==> config.mk <==
export PLATFORM = sky130hd
export DESIGN_NAME = font_glyph_sequencer
export DESIGN_NICKNAME = d
export VERILOG_FILES = /design/src/rtl/font_seq_pkg.sv /design/src/rtl/char_fifo.sv /design/src/rtl/font_glyph_sequencer.sv
export SDC_FILE = /design/constraint.sdc
export NUM_CORES = 1
export LEC_CHECK = 0
export CAP_MARGIN = 30
export CORE_ASPECT_RATIO = 0.7
export CORE_UTILIZATION = 39
export DETAILED_ROUTE_END_ITERATION = 8
export GPL_TIMING_DRIVEN = 0
export SLEW_MARGIN = 30
export SYNTH_ARGS = -nofsm -noshare
export SYNTH_HDL_FRONTEND = slang
export SYNTH_SLANG_ARGS = --single-unit
==> constraint.sdc <==
create_clock -name clk -period 7.7 [get_ports clk]
set_input_delay 1.155 -clock clk [delete_from_list [all_inputs] [get_ports clk]]
set_output_delay 1.155 -clock clk [all_outputs]
set_load 0.005 [all_outputs]
==> src/rtl/font_seq_pkg.sv <==
// font_seq_pkg
// Shared definitions for the font glyph sequencer: FSM state encoding,
// the control-code threshold and the default geometry constants.
package font_seq_pkg;

  // Sequencer states
  typedef enum logic [2:0] {
    IDLE  = 3'd0,
    FETCH = 3'd1,
    CAPT  = 3'd2,
    SEND  = 3'd3,
    CMD   = 3'd4
  } state_t;

  // Character codes below this value are LCD control codes, not glyphs
  localparam logic [6:0] CTRL_LIMIT = 7'h20;

  localparam int DEF_GLYPH_BYTES = 8;
  localparam int DEF_ROM_AW      = 10;
  localparam int DEF_FIFO_DEPTH  = 16;

endpackage

==> src/rtl/char_fifo.sv <==
// char_fifo
// Synchronous first-word-fall-through FIFO with an occupancy output.
// Ports:
//   clk, reset       clock, synchronous active-high reset
//   push, wdata      write request and data (ignored when full)
//   pop              read request (ignored when empty)
//   rdata            head entry, valid whenever empty = 0
//   level            current occupancy 0..DEPTH
//   full, empty      occupancy flags
module char_fifo #(
  parameter int WIDTH = 8,
  parameter int DEPTH = 16
) (
  input  logic                     clk,
  input  logic                     reset,
  input  logic                     push,
  input  logic                     pop,
  input  logic [WIDTH-1:0]         wdata,
  output logic [WIDTH-1:0]         rdata,
  output logic [$clog2(DEPTH):0]   level,
  output logic                     full,
  output logic                     empty
);

  localparam int AW = $clog2(DEPTH);
  localparam logic [AW:0] DEPTH_L = (AW+1)'(DEPTH);

  logic [WIDTH-1:0] mem_r [DEPTH];
  logic [AW-1:0]    wr_ptr_r;
  logic [AW-1:0]    rd_ptr_r;
  logic [AW:0]      level_r;
  logic             push_ok_s;
  logic             pop_ok_s;

  assign full      = (level_r == DEPTH_L);
  assign empty     = (level_r == {(AW+1){1'b0}});
  assign push_ok_s = push & ~full;
  assign pop_ok_s  = pop & ~empty;
  assign rdata     = mem_r[rd_ptr_r];
  assign level     = level_r;

  // Storage array write port (contents need no reset)
  always_ff @(posedge clk) begin
    if (push_ok_s) begin
      mem_r[wr_ptr_r] <= wdata;
    end
  end

  // Pointers wrap naturally because DEPTH is a power of two
  always_ff @(posedge clk) begin
    if (reset) begin
      wr_ptr_r <= {AW{1'b0}};
      rd_ptr_r <= {AW{1'b0}};
      level_r  <= {(AW+1){1'b0}};
    end else begin
      if (push_ok_s) begin
        wr_ptr_r <= wr_ptr_r + AW'(1);
      end
      if (pop_ok_s) begin
        rd_ptr_r <= rd_ptr_r + AW'(1);
      end
      case ({push_ok_s, pop_ok_s})
        2'b10:   level_r <= level_r + (AW+1)'(1);
        2'b01:   level_r <= level_r - (AW+1)'(1);
        default: level_r <= level_r;
      endcase
    end
  end

endmodule

==> src/rtl/font_glyph_sequencer.sv <==
// font_glyph_sequencer
// Queues character tokens and renders them onto the LCD byte path. Printable
// codes fetch GLYPH_BYTES rows from a registered-read font ROM (optionally
// inverted); control codes (< 0x20) are forwarded as single command bytes.
// Ports:
//   clk, reset               clock, synchronous active-high reset
//   char_valid/data/ready    token input (data[7] = invert, [6:0] = code)
//   rom_rd, rom_addr         ROM read strobe and address {code, row}
//   rom_data                 ROM data, valid the cycle after rom_rd
//   lcd_valid/data/cmd/first output byte with command and first-row marks
//   lcd_ready                LCD writer accepts the byte
//   busy, fifo_level         activity flag and FIFO occupancy
module font_glyph_sequencer
  import font_seq_pkg::*;
#(
  parameter int GLYPH_BYTES = DEF_GLYPH_BYTES,
  parameter int ROM_AW      = DEF_ROM_AW,
  parameter int FIFO_DEPTH  = DEF_FIFO_DEPTH
) (
  input  logic                          clk,
  input  logic                          reset,
  input  logic                          char_valid,
  input  logic [7:0]                    char_data,
  output logic                          char_ready,
  output logic                          rom_rd,
  output logic [ROM_AW-1:0]             rom_addr,
  input  logic [7:0]                    rom_data,
  output logic                          lcd_valid,
  output logic [7:0]                    lcd_data,
  output logic                          lcd_cmd,
  output logic                          lcd_first,
  input  logic                          lcd_ready,
  output logic                          busy,
  output logic [$clog2(FIFO_DEPTH):0]   fifo_level
);

  localparam int ROW_W = $clog2(GLYPH_BYTES);
  localparam int LVL_W = $clog2(FIFO_DEPTH) + 1;
  localparam logic [ROW_W-1:0] LAST_ROW = ROW_W'(GLYPH_BYTES - 1);

  state_t            state_r, state_s;
  logic [7:0]        cur_r, cur_s;
  logic [ROW_W-1:0]  row_r, row_s;
  logic              rom_rd_r, rom_rd_s;
  logic [ROM_AW-1:0] rom_addr_r, rom_addr_s;
  logic              lcd_valid_r, lcd_valid_s;
  logic [7:0]        lcd_data_r, lcd_data_s;
  logic              lcd_cmd_r, lcd_cmd_s;
  logic              lcd_first_r, lcd_first_s;
  logic              pop_s;
  logic [7:0]        fifo_rdata_s;
  logic [LVL_W-1:0]  level_s;
  logic              fifo_full_s;
  logic              fifo_empty_s;

  // {code, row} widened before truncation so any ROM_AW is legal
  function automatic logic [ROM_AW-1:0] glyph_addr(input logic [6:0] code,
                                                   input logic [ROW_W-1:0] row);
    logic [ROM_AW+7+ROW_W-1:0] wide;
    wide = {{ROM_AW{1'b0}}, code, row};
    return wide[ROM_AW-1:0];
  endfunction

  char_fifo #(.WIDTH(8), .DEPTH(FIFO_DEPTH)) u_fifo (
    .clk   (clk),
    .reset (reset),
    .push  (char_valid),
    .pop   (pop_s),
    .wdata (char_data),
    .rdata (fifo_rdata_s),
    .level (level_s),
    .full  (fifo_full_s),
    .empty (fifo_empty_s)
  );

  assign char_ready = ~fifo_full_s;
  assign fifo_level = level_s;
  assign busy       = (state_r != IDLE) | (level_s != {LVL_W{1'b0}});
  assign rom_rd     = rom_rd_r;
  assign rom_addr   = rom_addr_r;
  assign lcd_valid  = lcd_valid_r;
  assign lcd_data   = lcd_data_r;
  assign lcd_cmd    = lcd_cmd_r;
  assign lcd_first  = lcd_first_r;

  // State and registered-output update
  always_ff @(posedge clk) begin
    if (reset) begin
      state_r     <= IDLE;
      cur_r       <= 8'h00;
      row_r       <= {ROW_W{1'b0}};
      rom_rd_r    <= 1'b0;
      rom_addr_r  <= {ROM_AW{1'b0}};
      lcd_valid_r <= 1'b0;
      lcd_data_r  <= 8'h00;
      lcd_cmd_r   <= 1'b0;
      lcd_first_r <= 1'b0;
    end else begin
      state_r     <= state_s;
      cur_r       <= cur_s;
      row_r       <= row_s;
      rom_rd_r    <= rom_rd_s;
      rom_addr_r  <= rom_addr_s;
      lcd_valid_r <= lcd_valid_s;
      lcd_data_r  <= lcd_data_s;
      lcd_cmd_r   <= lcd_cmd_s;
      lcd_first_r <= lcd_first_s;
    end
  end

  // Next-state logic; rom_rd/rom_addr are set on entry to FETCH so the
  // strobe is registered yet still high exactly during the FETCH cycle
  always_comb begin
    state_s     = state_r;
    cur_s       = cur_r;
    row_s       = row_r;
    rom_rd_s    = 1'b0;
    rom_addr_s  = rom_addr_r;
    lcd_valid_s = lcd_valid_r;
    lcd_data_s  = lcd_data_r;
    lcd_cmd_s   = lcd_cmd_r;
    lcd_first_s = lcd_first_r;
    pop_s       = 1'b0;
    case (state_r)
      IDLE: begin
        if (!fifo_empty_s) begin
          pop_s = 1'b1;
          cur_s = fifo_rdata_s;
          if (fifo_rdata_s[6:0] < CTRL_LIMIT) begin
            state_s     = CMD;
            lcd_valid_s = 1'b1;
            lcd_cmd_s   = 1'b1;
            lcd_first_s = 1'b0;
            lcd_data_s  = {1'b0, fifo_rdata_s[6:0]};
          end else begin
            state_s    = FETCH;
            row_s      = {ROW_W{1'b0}};
            rom_rd_s   = 1'b1;
            rom_addr_s = glyph_addr(fifo_rdata_s[6:0], {ROW_W{1'b0}});
          end
        end else begin
          state_s = IDLE;
        end
      end
      FETCH: begin
        state_s = CAPT;
      end
      CAPT: begin
        state_s     = SEND;
        lcd_valid_s = 1'b1;
        lcd_cmd_s   = 1'b0;
        lcd_data_s  = rom_data ^ {8{cur_r[7]}};
        lcd_first_s = (row_r == {ROW_W{1'b0}});
      end
      SEND: begin
        if (lcd_ready) begin
          lcd_valid_s = 1'b0;
          lcd_first_s = 1'b0;
          if (row_r == LAST_ROW) begin
            state_s = IDLE;
          end else begin
            state_s    = FETCH;
            row_s      = row_r + ROW_W'(1);
            rom_rd_s   = 1'b1;
            rom_addr_s = glyph_addr(cur_r[6:0], row_r + ROW_W'(1));
          end
        end else begin
          state_s = SEND;
        end
      end
      CMD: begin
        if (lcd_ready) begin
          state_s     = IDLE;
          lcd_valid_s = 1'b0;
          lcd_cmd_s   = 1'b0;
        end else begin
          state_s = CMD;
        end
      end
      default: begin
        state_s     = IDLE;
        lcd_valid_s = 1'b0;
      end
    endcase
  end

endmodule

==> summary.md <==
| Metric | Value |
|---|---|
| Run status | finished with violations |
| Violated checks | design-rule violations |
| Yosys reg bits | 178 |
| Final std cells w/o fill | 828 |
| Final wirelength | 16.0 mm |
| Reg2reg setup slack | 3720 ps |
| DRT iter0 DRCs | 480 |
| Resized cells post-CTS | 0 |
| Die X | 167 um |
| Switching share of power | 30.5% |
| Post-Syn Area | 7390 um^2 |
| GPL Wtd Cong | 0.791 |
| Predominant post-synthesis flop cell | edfxtp_1 |
| Core area | 18300 um^2 |
| Kind of critical path | reg -> reg |
| Dpl hpwl | 11.1 mm |
| Synth cell types | 51 |
| Reg clk slew, reported paths | 60 ps |
| Final hold vios | 0 |
| RSZ-0062 raised after global routing | no |
| Num CTS Buffers | 17 |
| Setup crit start kind | flop |
| Row count | 41 |
| Die H | 117 um |
| Post-synth EDFFs | 128 |
| Vias in the first global route | 4179 |
| Initial Utilization | 40.5% |
| CP most frequent cell | clkbuf_1 |
| Worst rel slew slack | 34.6% |
| Post-DP Area | 8220 um^2 |
| Mapped Cells | 508 |
| Max incr delay on CP | 490 ps |
| Post-CTS setup buffer count | 0 |
| Critical path data required time | 8060 ps |
| Worst hold margin | 455 ps |
| Area Growth Syn to Fin | 19.1% |
| Critical-path cell list | clkbuf_1 -> or2_2 -> nor2_1 -> o21ai_0 -> inv_1 -> clkbuf_1 -> ha_1 -> clkbuf_1 -> xor2_1 -> ha_1 -> a21boi_0 -> o22a_1 -> a21oi_1 -> xor2_1 -> or3_1 -> a21oi_1 |
| Clk network pwr share | 29.6% |
| Hold crit path type | reg -> reg |
| Later-pin clock latency in the skew report | 430 ps |
| Grt total ovfl | 0 |
| Largest cells by area after synthesis | edfxtp_1, dfxtp_1, mux4_2, mux2i_1, nor2_1 |
| Post-synthesis sequential area ratio | 65.6% |
| Max clock buf depth | 2 |
| Maximum clock frequency | 0.252 GHz |
| Seq. cell area | 4840 um^2 |
| Filler cells | 1588 |
| Synthesized Nets | 540 |
| TritonCTS clock tree | done |
| Pint | 1940 uW |
| Share of layout cells above drive strength 1 | 15.5% |
| Crit-path max FO | 11 |
| CTS Sinks | 178 |
| Final Slew Violations | 0 |
| Placed Instances | 796 |
| Multi-input gate area | 2410 um^2 |
| Ports | 49 |
| Ys async rst share | 0% |
| Mean post-synth cell area | 14.5 um^2 |
| Finished Cell Area | 8800 um^2 |
| Initial antenna violation count | 0 |
| Max Cap Viol | 0 |
| CP max-delay cell | clkbuf_1 |
| Port Buffer Count | 48 |
| GRT Util Overall | 17.4% |
| Routed Antenna Nets | 0 |
| Pre-antenna DRT Iters | 7 |
| Element type at the critical path end | flop |
| Yosys top cell area share | 52.0% |
| Routed wire per std cell | 19.4 um |
| Switch Pwr | 850 uW |
| Die footprint | 19500 um^2 |
| Min cycle time layout | 3980 ps |
| Final setup TNS | 0 ps |
| Clock Tree Root | clkbuf_16 |
| Post-synth top cells | edfxtp_1, nor2_1, dfxtp_1 |
| # hold bufs at CTS | 0 |
| Worst Tran Pin Value | 978 ps |
| Comb pwr share | 28.4% |
| Worst VDD drop | 154 uV |
| H-tree lvl count | 4 |
| First-pass GRT wire length | 24.5 mm |
| Final total power | 2790 uW |
| Reg power frac | 42.0% |
| Top-count cell post-synth | edfxtp_1 |
| Leak Pwr | 0.00293 uW |
| Layout Nets | 611 |
| Synth area leader | edfxtp_1 |
| Post-route DRC | 6 |
| Final setup vio count | 0 |
| Largest net degree at the start of global routing | 17 |
| Vias post-DR | 4354 |
| Vias per Instance | 5.26 |
| Pwr/cell area | 316 nW/um^2 |
| CP Data Arrival Time | 4330 ps |
| Yosys warning count | 0 |
| Worst Skew | 7.33 ps |
| Diode count | 0 |
| Final Cycle Share | 51.6% |
==> cells in the final DEF (no fill, tap or decap), types with 7 or more instances in the layout <==
cell type        netlist  layout
a211oi_1              14      14
a21oi_1               27      27
clkbuf_1              20      21
clkbuf_16              0      19
clkdlybuf4s50_1        0      48
dfxtp_1               50      50
edfxtp_1             128     128
ha_1                  12      12
inv_1                  6       7
mux2i_1               27      27
mux4_2                28      28
nand2_1               26      26
nor2_1                56      50
nor2_2                 1       7
nor2b_1                8       8
nor3_1                12       8
o21ai_0                8       8
xnor2_1               11      11
xor2_1                 8       8
==> power groups by stage <==
stage          Clock (uW)  Sequential (uW)  Combinational (uW)
2_1_floorplan           0             1180                 523
3_3_place_gp            0             1190                 774
3_5_place_dp            0             1190                 788
4_1_cts               841             1170                 796
5_1_grt               880             1180                 875
6_report              824             1170                 792
==> cells by family (layout without fill, tap and decap cells) <==
logic type      count (synthesis)  count (layout)  synth area share, %
mux                            58              58                 13.1
buf+inv                        38             122                 2.34
xor+xnor                       19              19                 2.25
flops                         178             178                 65.6
compound gates                 72              72                 6.50
fa+ha+maj                      12              12                 2.03
simple gates                  131             131                 8.26
==> metrics by stage <==
stage | util (%) | setup slack (ps)
2_1_floorplan | - | 4250
3_3_place_gp | 44.7 | 3560
3_5_place_dp | 45.0 | 3500
4_1_cts | 48.1 | 3750
5_1_grt | 48.2 | 3340
6_report | 48.2 | 3720
==> path summary, 6_finish.rpt <==
| kind | from | end | cells after the start |
|---|---|---|---|
| hold reg to reg | cur_r[1]$_SDFFE_PP0P_ | cur_r[1]$_SDFFE_PP0P_ | 2 |
| setup / recovery | state_r[0]$_SDFF_PP0_ | u_fifo.level[4]$_SDFFE_PP0P_ | 16 |
| hold / removal | cur_r[1]$_SDFFE_PP0P_ | cur_r[1]$_SDFFE_PP0P_ | 2 |
| setup reg to reg | state_r[0]$_SDFF_PP0_ | u_fifo.level[4]$_SDFFE_PP0P_ | 16 |
==> cell type report <==
class	count	share of cell area, %
Inverter	6	0.256
Buffer	32	1.71
Multi-Input combinational cell	292	27.4
Clock inverter	10	0.825
Tap cell	236	3.36
Timing Repair Buffer	52	5.80
Clock buffer	22	5.66
Sequential cell	178	55.0
==> critical path: cells and delay by family, from the launching register on <==
family                   cells  cell delay [ps]
AND/OR/NAND/NOR              3              850
flip-flops                   1              310
buffers and inverters        4             1180
adder cells (fa/ha/maj)      2              480
XOR/XNOR                     2              340
AO/OA/AOI/OAI                5              740
==> registers in the layout (all words and copies together), names as in the netlist, named ones only <==
signal and count:
row_r 2, state_r 3, u_fifo.mem_r 128, rom_rd 1, u_fifo.rd_ptr_r 4, lcd_valid 1
cur_r 8, rom_addr 8, lcd_data 8, lcd_cmd 1, lcd_first 1, u_fifo.level 5
u_fifo.wr_ptr_r 4
==> per-layer routing <==
metal	GRT usage [%]	part of all wire [%]	vias up
met4	6.36	1.1	0
met5	0	0	-
li1	-	-	2060
met1	25.8	50	2153
met3	4.67	6.3	15
met2	24.6	42	126
No activity file was read; power rests on OpenSTA's default activity.
